$ cat src/rtl/vga_pkg.sv
// Shared VGA definitions for the 800x600 @ 40 MHz pixel pipeline stages.
// Timing constants, colour type and the packed timing bus carried between stages.
package vga_pkg;

  localparam int HOR_VISIBLE    = 800;
  localparam int HOR_SYNC_START = 840;
  localparam int HOR_SYNC_END   = 968;
  localparam int HOR_TOTAL      = 1056;
  localparam int VER_VISIBLE    = 600;
  localparam int VER_SYNC_START = 601;
  localparam int VER_SYNC_END   = 605;
  localparam int VER_TOTAL      = 628;

  typedef logic [11:0] rgb_t;

  typedef struct packed {
    logic [10:0] hcount;
    logic [10:0] vcount;
    logic        hsync;
    logic        vsync;
    logic        hblnk;
    logic        vblnk;
  } vga_bus_t;

  localparam int VGA_BUS_W = $bits(vga_bus_t);

  typedef enum logic {
    WAIT_POS = 1'b0,
    DRAW     = 1'b1
  } pos_state_t;

endpackage

$ cat src/rtl/signal_delay.sv
// Fixed-depth register delay line, cleared by asynchronous active-low reset.
module signal_delay #(
  parameter int WIDTH = 8,
  parameter int DEPTH = 2
) (
  input  logic             clk,
  input  logic             rst_n,
  input  logic [WIDTH-1:0] din,
  output logic [WIDTH-1:0] dout
);

  logic [WIDTH-1:0] pipe [DEPTH];

  always_ff @(posedge clk or negedge rst_n) begin
    if (!rst_n) begin
      for (int i = 0; i < DEPTH; i++) pipe[i] <= '0;
    end else begin
      pipe[0] <= din;
      for (int i = 1; i < DEPTH; i++) pipe[i] <= pipe[i-1];
    end
  end

  assign dout = pipe[DEPTH-1];

endmodule

$ cat src/rtl/draw_rect.sv
// Overlays a fixed-size solid rectangle on the pixel stream; the position is
// sampled once per frame at the start of vertical blanking. Latency 2 cycles.
//
// state    | meaning
// WAIT_POS | no position latched yet, stream passes through
// DRAW     | rectangle drawn at x_q/y_q, re-latched at every frame start
module draw_rect
  import vga_pkg::*;
#(
  parameter int   RECT_W     = 64,
  parameter int   RECT_H     = 48,
  parameter rgb_t RECT_COLOR = 12'hf_8_0
) (
  input  logic        pclk,
  input  logic        rst_n,
  input  logic [10:0] hcount_in,
  input  logic [10:0] vcount_in,
  input  logic        hsync_in,
  input  logic        vsync_in,
  input  logic        hblnk_in,
  input  logic        vblnk_in,
  input  logic [11:0] rgb_in,
  input  logic [11:0] xpos,
  input  logic [11:0] ypos,
  output logic [10:0] hcount_out,
  output logic [10:0] vcount_out,
  output logic        hsync_out,
  output logic        vsync_out,
  output logic        hblnk_out,
  output logic        vblnk_out,
  output logic [11:0] rgb_out
);

  pos_state_t  state;
  logic [11:0] x_q;
  logic [11:0] y_q;
  logic        vblnk_prev;
  logic        armed;
  logic        frame_start;

  // armed suppresses a false frame start when reset releases inside blanking
  assign frame_start = vblnk_in & ~vblnk_prev & armed;

  always_ff @(posedge pclk or negedge rst_n) begin
    if (!rst_n) begin
      state      <= WAIT_POS;
      x_q        <= '0;
      y_q        <= '0;
      vblnk_prev <= 1'b0;
      armed      <= 1'b0;
    end else begin
      vblnk_prev <= vblnk_in;
      armed      <= 1'b1;
      case (state)
        WAIT_POS: begin
          if (frame_start) begin
            x_q   <= xpos;
            y_q   <= ypos;
            state <= DRAW;
          end
        end
        DRAW: begin
          if (frame_start) begin
            x_q <= xpos;
            y_q <= ypos;
          end
        end
        default: state <= WAIT_POS;
      endcase
    end
  end

  logic [12:0] h_ext, v_ext, x_ext, y_ext, x_end, y_end;
  logic        hit;

  // 13-bit compares so that position + size can never wrap
  assign h_ext = {2'b00, hcount_in};
  assign v_ext = {2'b00, vcount_in};
  assign x_ext = {1'b0, x_q};
  assign y_ext = {1'b0, y_q};
  assign x_end = x_ext + 13'(RECT_W);
  assign y_end = y_ext + 13'(RECT_H);
  assign hit   = (state == DRAW) && (h_ext >= x_ext) && (h_ext < x_end) &&
                 (v_ext >= y_ext) && (v_ext < y_end);

  logic        hit_q;
  logic        blank_q;
  logic [11:0] rgb_q;

  always_ff @(posedge pclk or negedge rst_n) begin
    if (!rst_n) begin
      hit_q   <= 1'b0;
      blank_q <= 1'b0;
      rgb_q   <= '0;
      rgb_out <= '0;
    end else begin
      hit_q   <= hit;
      blank_q <= hblnk_in | vblnk_in;
      rgb_q   <= rgb_in;
      rgb_out <= blank_q ? 12'h000 : (hit_q ? RECT_COLOR : rgb_q);
    end
  end

  vga_bus_t               bus_in;
  vga_bus_t               bus_out;
  logic [VGA_BUS_W-1:0]   bus_out_raw;

  assign bus_in = '{hcount: hcount_in, vcount: vcount_in, hsync: hsync_in,
                    vsync: vsync_in, hblnk: hblnk_in, vblnk: vblnk_in};

  signal_delay #(
    .WIDTH (VGA_BUS_W),
    .DEPTH (2)
  ) u_bus_delay (
    .clk   (pclk),
    .rst_n (rst_n),
    .din   (bus_in),
    .dout  (bus_out_raw)
  );

  assign bus_out    = vga_bus_t'(bus_out_raw);
  assign hcount_out = bus_out.hcount;
  assign vcount_out = bus_out.vcount;
  assign hsync_out  = bus_out.hsync;
  assign vsync_out  = bus_out.vsync;
  assign hblnk_out  = bus_out.hblnk;
  assign vblnk_out  = bus_out.vblnk;

endmodule

$ cat config.mk
export PLATFORM = sky130hd
export DESIGN_NAME = draw_rect
export DESIGN_NICKNAME = d
export VERILOG_FILES = /design/src/rtl/vga_pkg.sv /design/src/rtl/signal_delay.sv /design/src/rtl/draw_rect.sv
export SDC_FILE = /design/constraint.sdc
export NUM_CORES = 1
export LEC_CHECK = 0
export ABC_AREA = 1
export CAP_MARGIN = 20
export CELL_PAD_IN_SITES_DETAIL_PLACEMENT = 1
export CELL_PAD_IN_SITES_GLOBAL_PLACEMENT = 1
export CORE_MARGIN = 3
export CORE_UTILIZATION = 30
export CTS_CLUSTER_SIZE = 12
export DETAILED_ROUTE_END_ITERATION = 6
export GPL_TIMING_DRIVEN = 0
export PLACE_DENSITY = 0.76
export SLEW_MARGIN = 20
export SYNTH_ARGS = -nofsm -noshare
export SYNTH_HDL_FRONTEND = slang
export SYNTH_SLANG_ARGS = --single-unit
$ cat constraint.sdc
create_clock -name pclk -period 2.1 [get_ports pclk]
set_clock_uncertainty 0.15 [all_clocks]
set_input_delay 0.42 -clock pclk [delete_from_list [all_inputs] [get_ports pclk]]
set_output_delay 0.42 -clock pclk [all_outputs]
set_load 0.1 [all_outputs]
## After elaboration in Yosys (flattened, before gate mapping)

Cells that the tools add are included.

- Bits in registers: 105
- Bits in latches: 0
- RAM bits: 0
- Bits in read-only memories: 0
- Input bits: 64
- Output and inout bits: 38
- Word-level logic and storage cells: 31
- Memories kept: 0

- Add/sub/neg operators: 2
- Multiply operators: 0
- Divide/modulo/power cells: 0
- Magnitude comparators: 4
- Eq/ne operators: 0
- Shift operators: 0
- Multiplexer cells: 6
- Bitwise logic cells: 4
- Reduce and logical (&&, ||, !) cells: 4

Operators with widths:

| kind | count |
|---|---|
| 12-bit two-way mux | 4 |
| 11-bit by 13-bit less-than comparator with 1-bit output | 2 |
| 11-bit by 12-bit >= comparator with 1-bit output | 2 |
| 12-bit by 6-bit adder with 13-bit output, second input constant | 1 |
| 12-bit by 7-bit adder with 13-bit output, second input constant | 1 |
| 1-bit logical AND | 4 |
| 1-bit bitwise AND | 2 |
| 1-bit two-way mux | 2 |
| 1-bit NOT | 1 |
| 1-bit OR | 1 |

## Longest topological paths before layout

- Depth after elaboration: 5
- Mapped depth: 13
- Depth with buffers taken out: 13

## Modules after synthesis

From an unflattened synthesis, not the netlist that was laid out.

- Cell total of the unflattened synthesis: 412
- Area total of the unflattened synthesis: 4362.9 um^2

By module, submodules not included:

| module | times used | cells each | area each (um^2) | seq. area each (um^2) |
|---|---|---|---|---|
| draw_rect | 1 | 334 | 2866.5 | 1326.3 |
| signal_delay | 1 | 78 | 1496.4 | 1301.2 |

## Worst setup path before layout

No wires, ideal clock.

- Path type: register -> register
- Start: register y_q[4]
- End: register hit_q
- Setup time: 0.069 ns
- Arrival: 1.641 ns
- Required time: 1.881 ns
- Slack: 0.240 ns
- Stages on the path, launching flop included: 13
- Buffers on the path: 0
- Clock period less this slack: 1.860 ns
- Path through: dfrtp_1 -> inv_1 -> ha_1 -> inv_1 -> nand2_1 -> xor2_1 -> ha_1 -> a21o_1 -> nand3_1 -> nand2_1 -> nor2_2 -> nand2_1 -> nor2_2

- Cells in the longest elaborated chain, start to end: 3
- Elaborated cells between the ends (all ways): 5
- Those cells by class: 1 x add/sub; 2 x order compare; 2 x reduce/logical

RTL lines:

| what | line | source |
|---|---|---|
| from (decl) | draw_rect.sv:36 | `logic [11:0] y_q;` |
| from (signal assigned) | draw_rect.sv:58 | `y_q <= ypos;` |
| from (signal assigned) | draw_rect.sv:65 | `y_q <= ypos;` |
| 12-bit by 6-bit adder with 13-bit output or 11-bit by 12-bit >= comparator with 1-bit output (tied branches) | draw_rect.sv:82, draw_rect.sv:84 |  |
| 11-bit by 13-bit less-than comparator with 1-bit output or 1-bit logical AND (tied branches) | draw_rect.sv:84, draw_rect.sv:83 |  |
| 1-bit logical AND (*) | draw_rect.sv:84 | `(v_ext >= y_ext) && (v_ext < y_end);` |
| named net hit | draw_rect.sv:74 | `logic hit;` |
| to (signal assigned) | draw_rect.sv:97 | `hit_q <= hit;` |
| to (decl) | draw_rect.sv:86 | `logic hit_q;` |

Mark *: on every way through the listed nets, which the timed path passes. The rest lies on a longest branch.
A chain may end at the register's enable or synchronous reset.

## Worst setup path in the final report

- Start: register rgb_out[1]
- End: output port rgb_out[1]

RTL lines:

| what | line | source |
|---|---|---|
| from (decl) | draw_rect.sv:31 | `output logic [11:0] rgb_out` |
| from (signal assigned) | draw_rect.sv:100 | `rgb_out <= blank_q ? 12'h000 : (hit_q ? RECT_COLOR : rgb_q);` |

No word-level cell between the ends.

==> qor.txt <==
Core Area: 13,900 µm²
cell chain of the critical path: clkdlybuf4s15_1
largest net degree at the start of global routing: 73
top_reg_cell synth: dfrtp_1
Post-Layout Cell Count: 710
final antenna-violating net count: 0
post-layout minimum cycle time: 2050 ps
cell area power density: 850 nW/µm²
CP max FO: 1
Worst Setup End Kind: output pin
Fillers: 1,525
Avg Cell Area, Syn: 10.6 µm²
final period utilization: 0.978
share of cells above drive strength 1: 0.172
initial DRC count: 102
total wire length: 9680 µm
CP bufs+invs: 1
Chip Height: 126 µm
max-slew violations: 0
YS warnings: 0
remaining global-route overflow: 0
Mapped Nets: 507
Top-Level Pins: 102
commonest non-fill, non-tap cell in the layout: dfrtp_1
CTS tree: yes
area of the multi-input gates: 1370 µm²
max_cap viols: 0
Final HPWL DP: 7460 µm
total CTS buffers: 9
Total GRT Usage: 0.130
Clk pin slew, worst setup/hold paths: 70 ps
row count: 43
routability cong.: 0.792
Root Buffer: clkbuf_16
Worst Tran Pin Value: 954 ps
leakage: 2.94 nW
H-tree levels: 3
post-synthesis cell area: 4310 µm²
final setup violation count: 0
Rel. slew slack: 0.367
Critical Path RT: 1530 ps
Die W: 126 µm
via count: 3,056
Tightest Hold Check Type: in2reg
Die ar.: 15,800 µm²
outcome: finished clean
initial antenna violation count: 0
Critical Path Max Stage Delay: 820 ps
Gate Count Post-Synth: 407
CP max-delay cell: clkdlybuf4s15_1
maximum VDD drop: 0.331 mV
nets: 626
Netlist cell types: 29
Starting Density: 0.309
Buffers on Ports: 101
CTS max path bufs: 2
antenna cells: 0
Clock Sink Count: 104
critical path's top delay family: buffers and inverters
drt wl/cell: 13.6 µm
Layout area overhead: 38.1%
Final Hold Viols: 0
clock latency on the worst-skew pair: 340 ps
Startpoint Class: register
DRT Pass-1 Iters: 4
RSZ-0062 raised after global routing: true
first-pass GRT wire length: 16,400 µm
Async SR Flop Fraction: 1.00
vias per cell: 4.30
Core Util, Final: 0.427
vias in the first global route: 3,402
Yosys reg bits: 104
Crit Path Class: reg2out
number of flops mapped to enable cells by yosys: 0
most frequent cells in the layout: dfrtp_1, nand2_1, clkdlybuf4s50_1, nor2_1, inv_1
sequential cell area: 2600 µm²
sequential area share after synthesis: 0.604
placed cells: 689
Post-route DRC: 0
f_max: 487 MHz
WP data arrival: 1480 ps
-- repair_timing --
item,in CTS,in global routing
buffers inserted,1,4
endpoints found under the setup margin,39,7
pin swaps,0,5
gates resized for setup,97,18
endpoints found under the hold margin,32,0
hold buffers,1,0
-- power breakdown --
| part | switching (mW) | total (mW) | leakage (nW) | internal, mW |
|---|---|---|---|---|
| sequential | 0.0779 | 2.23 | 1.21 | 2.15 |
| combinational | 0.761 | 1.24 | 1.60 | 0.480 |
| clock | 0.745 | 1.59 | 0.132 | 0.840 |
-- layout make-up --
| class | count | area share |
|---|---|---|
| inverter | 48 | 0.0303 |
| sequential | 104 | 0.438 |
| clock inverter | 5 | 0.00694 |
| buffer | 28 | 0.0320 |
| timing repair buffer | 108 | 0.185 |
| tap | 180 | 0.0379 |
| clock buffer | 10 | 0.0402 |
| multi-input combinational | 227 | 0.230 |
-- logic make-up (layout without fill, tap and decap cells) --
kind of cell / Yosys count / after routing / synth area share
xor gates and xnor gates: 7 / 7 / 0.0142
AOI/OAI and AO/OA: 43 / 43 / 0.0535
muxes: 2 / 2 / 0.00523
and+or+nand+nor: 138 / 138 / 0.131
adders and majority gates: 36 / 36 / 0.105
other: 1 / 1 / 0.000871
DFF: 104 / 104 / 0.604
buffers and inverters: 76 / 199 / 0.0860
-- sequential cells by signal (all words and copies together), names as in the netlist --
| signal | flops |
|---|---|
| rgb_q | 12 |
| y_q | 12 |
| u_bus_delay.dout | 26 |
| u_bus_delay.pipe | 26 |
| hit_q | 1 |
| state | 1 |
| armed | 1 |
| rgb_out | 12 |
| x_q | 12 |
| blank_q | 1 |
-- path summary, 6_finish.rpt --
| path | startpoint | endpoint | slack, ps | cells past startpoint |
|---|---|---|---|---|
| max reg2reg | x_q[6] | hit_q | 120 | 10 |
| min reg2reg | u_bus_delay.pipe[28] | u_bus_delay.dout[2] | 200 | 0 |
| max | rgb_out[1] | rgb_out[1] | 50 | 1 |
| max in group asynchronous | rst_n | u_bus_delay.dout[2] | 770 | 3 |
| min | hcount_in[10] | u_bus_delay.pipe[51] | 190 | 1 |
| min in group asynchronous | rst_n | x_q[3] | 380 | 2 |
-- routing by layer --
layer	GRT usage	share of wire
met2	0.233	0.52
met4	0.0618	0.022
met5	0	0
met3	0.0212	0.036
met1	0.153	0.42
-- through the flow --
step	power (mW)	TNS, ps	worst slack [ps]	area, µm²	hold slack (ps)
2_1_floorplan	3.06	0	240	4310	-25.6
3_5_place_dp	3.48	-3070	-205	5570	182
4_1_cts	5.11	0	0.838	5900	205
3_3_place_gp	3.42	-353840	-3380	5540	181
6_report	5.05	0	45.8	5950	192
5_1_grt	5.39	-46.1	-46.1	5950	177
-- cell usage after synthesis (3+ instances only) --
master,n,area [µm²]
buf_4,22,165
nor3_1,4,20.0
ha_1,36,450
nand3_1,11,55.1
a21oi_1,34,170
xor2_1,6,52.6
o21ai_0,3,15.0
nor2_1,51,191
nand2_1,63,236
inv_1,48,180
dfrtp_1,104,2600
Power figures use the tool's default switching activity.
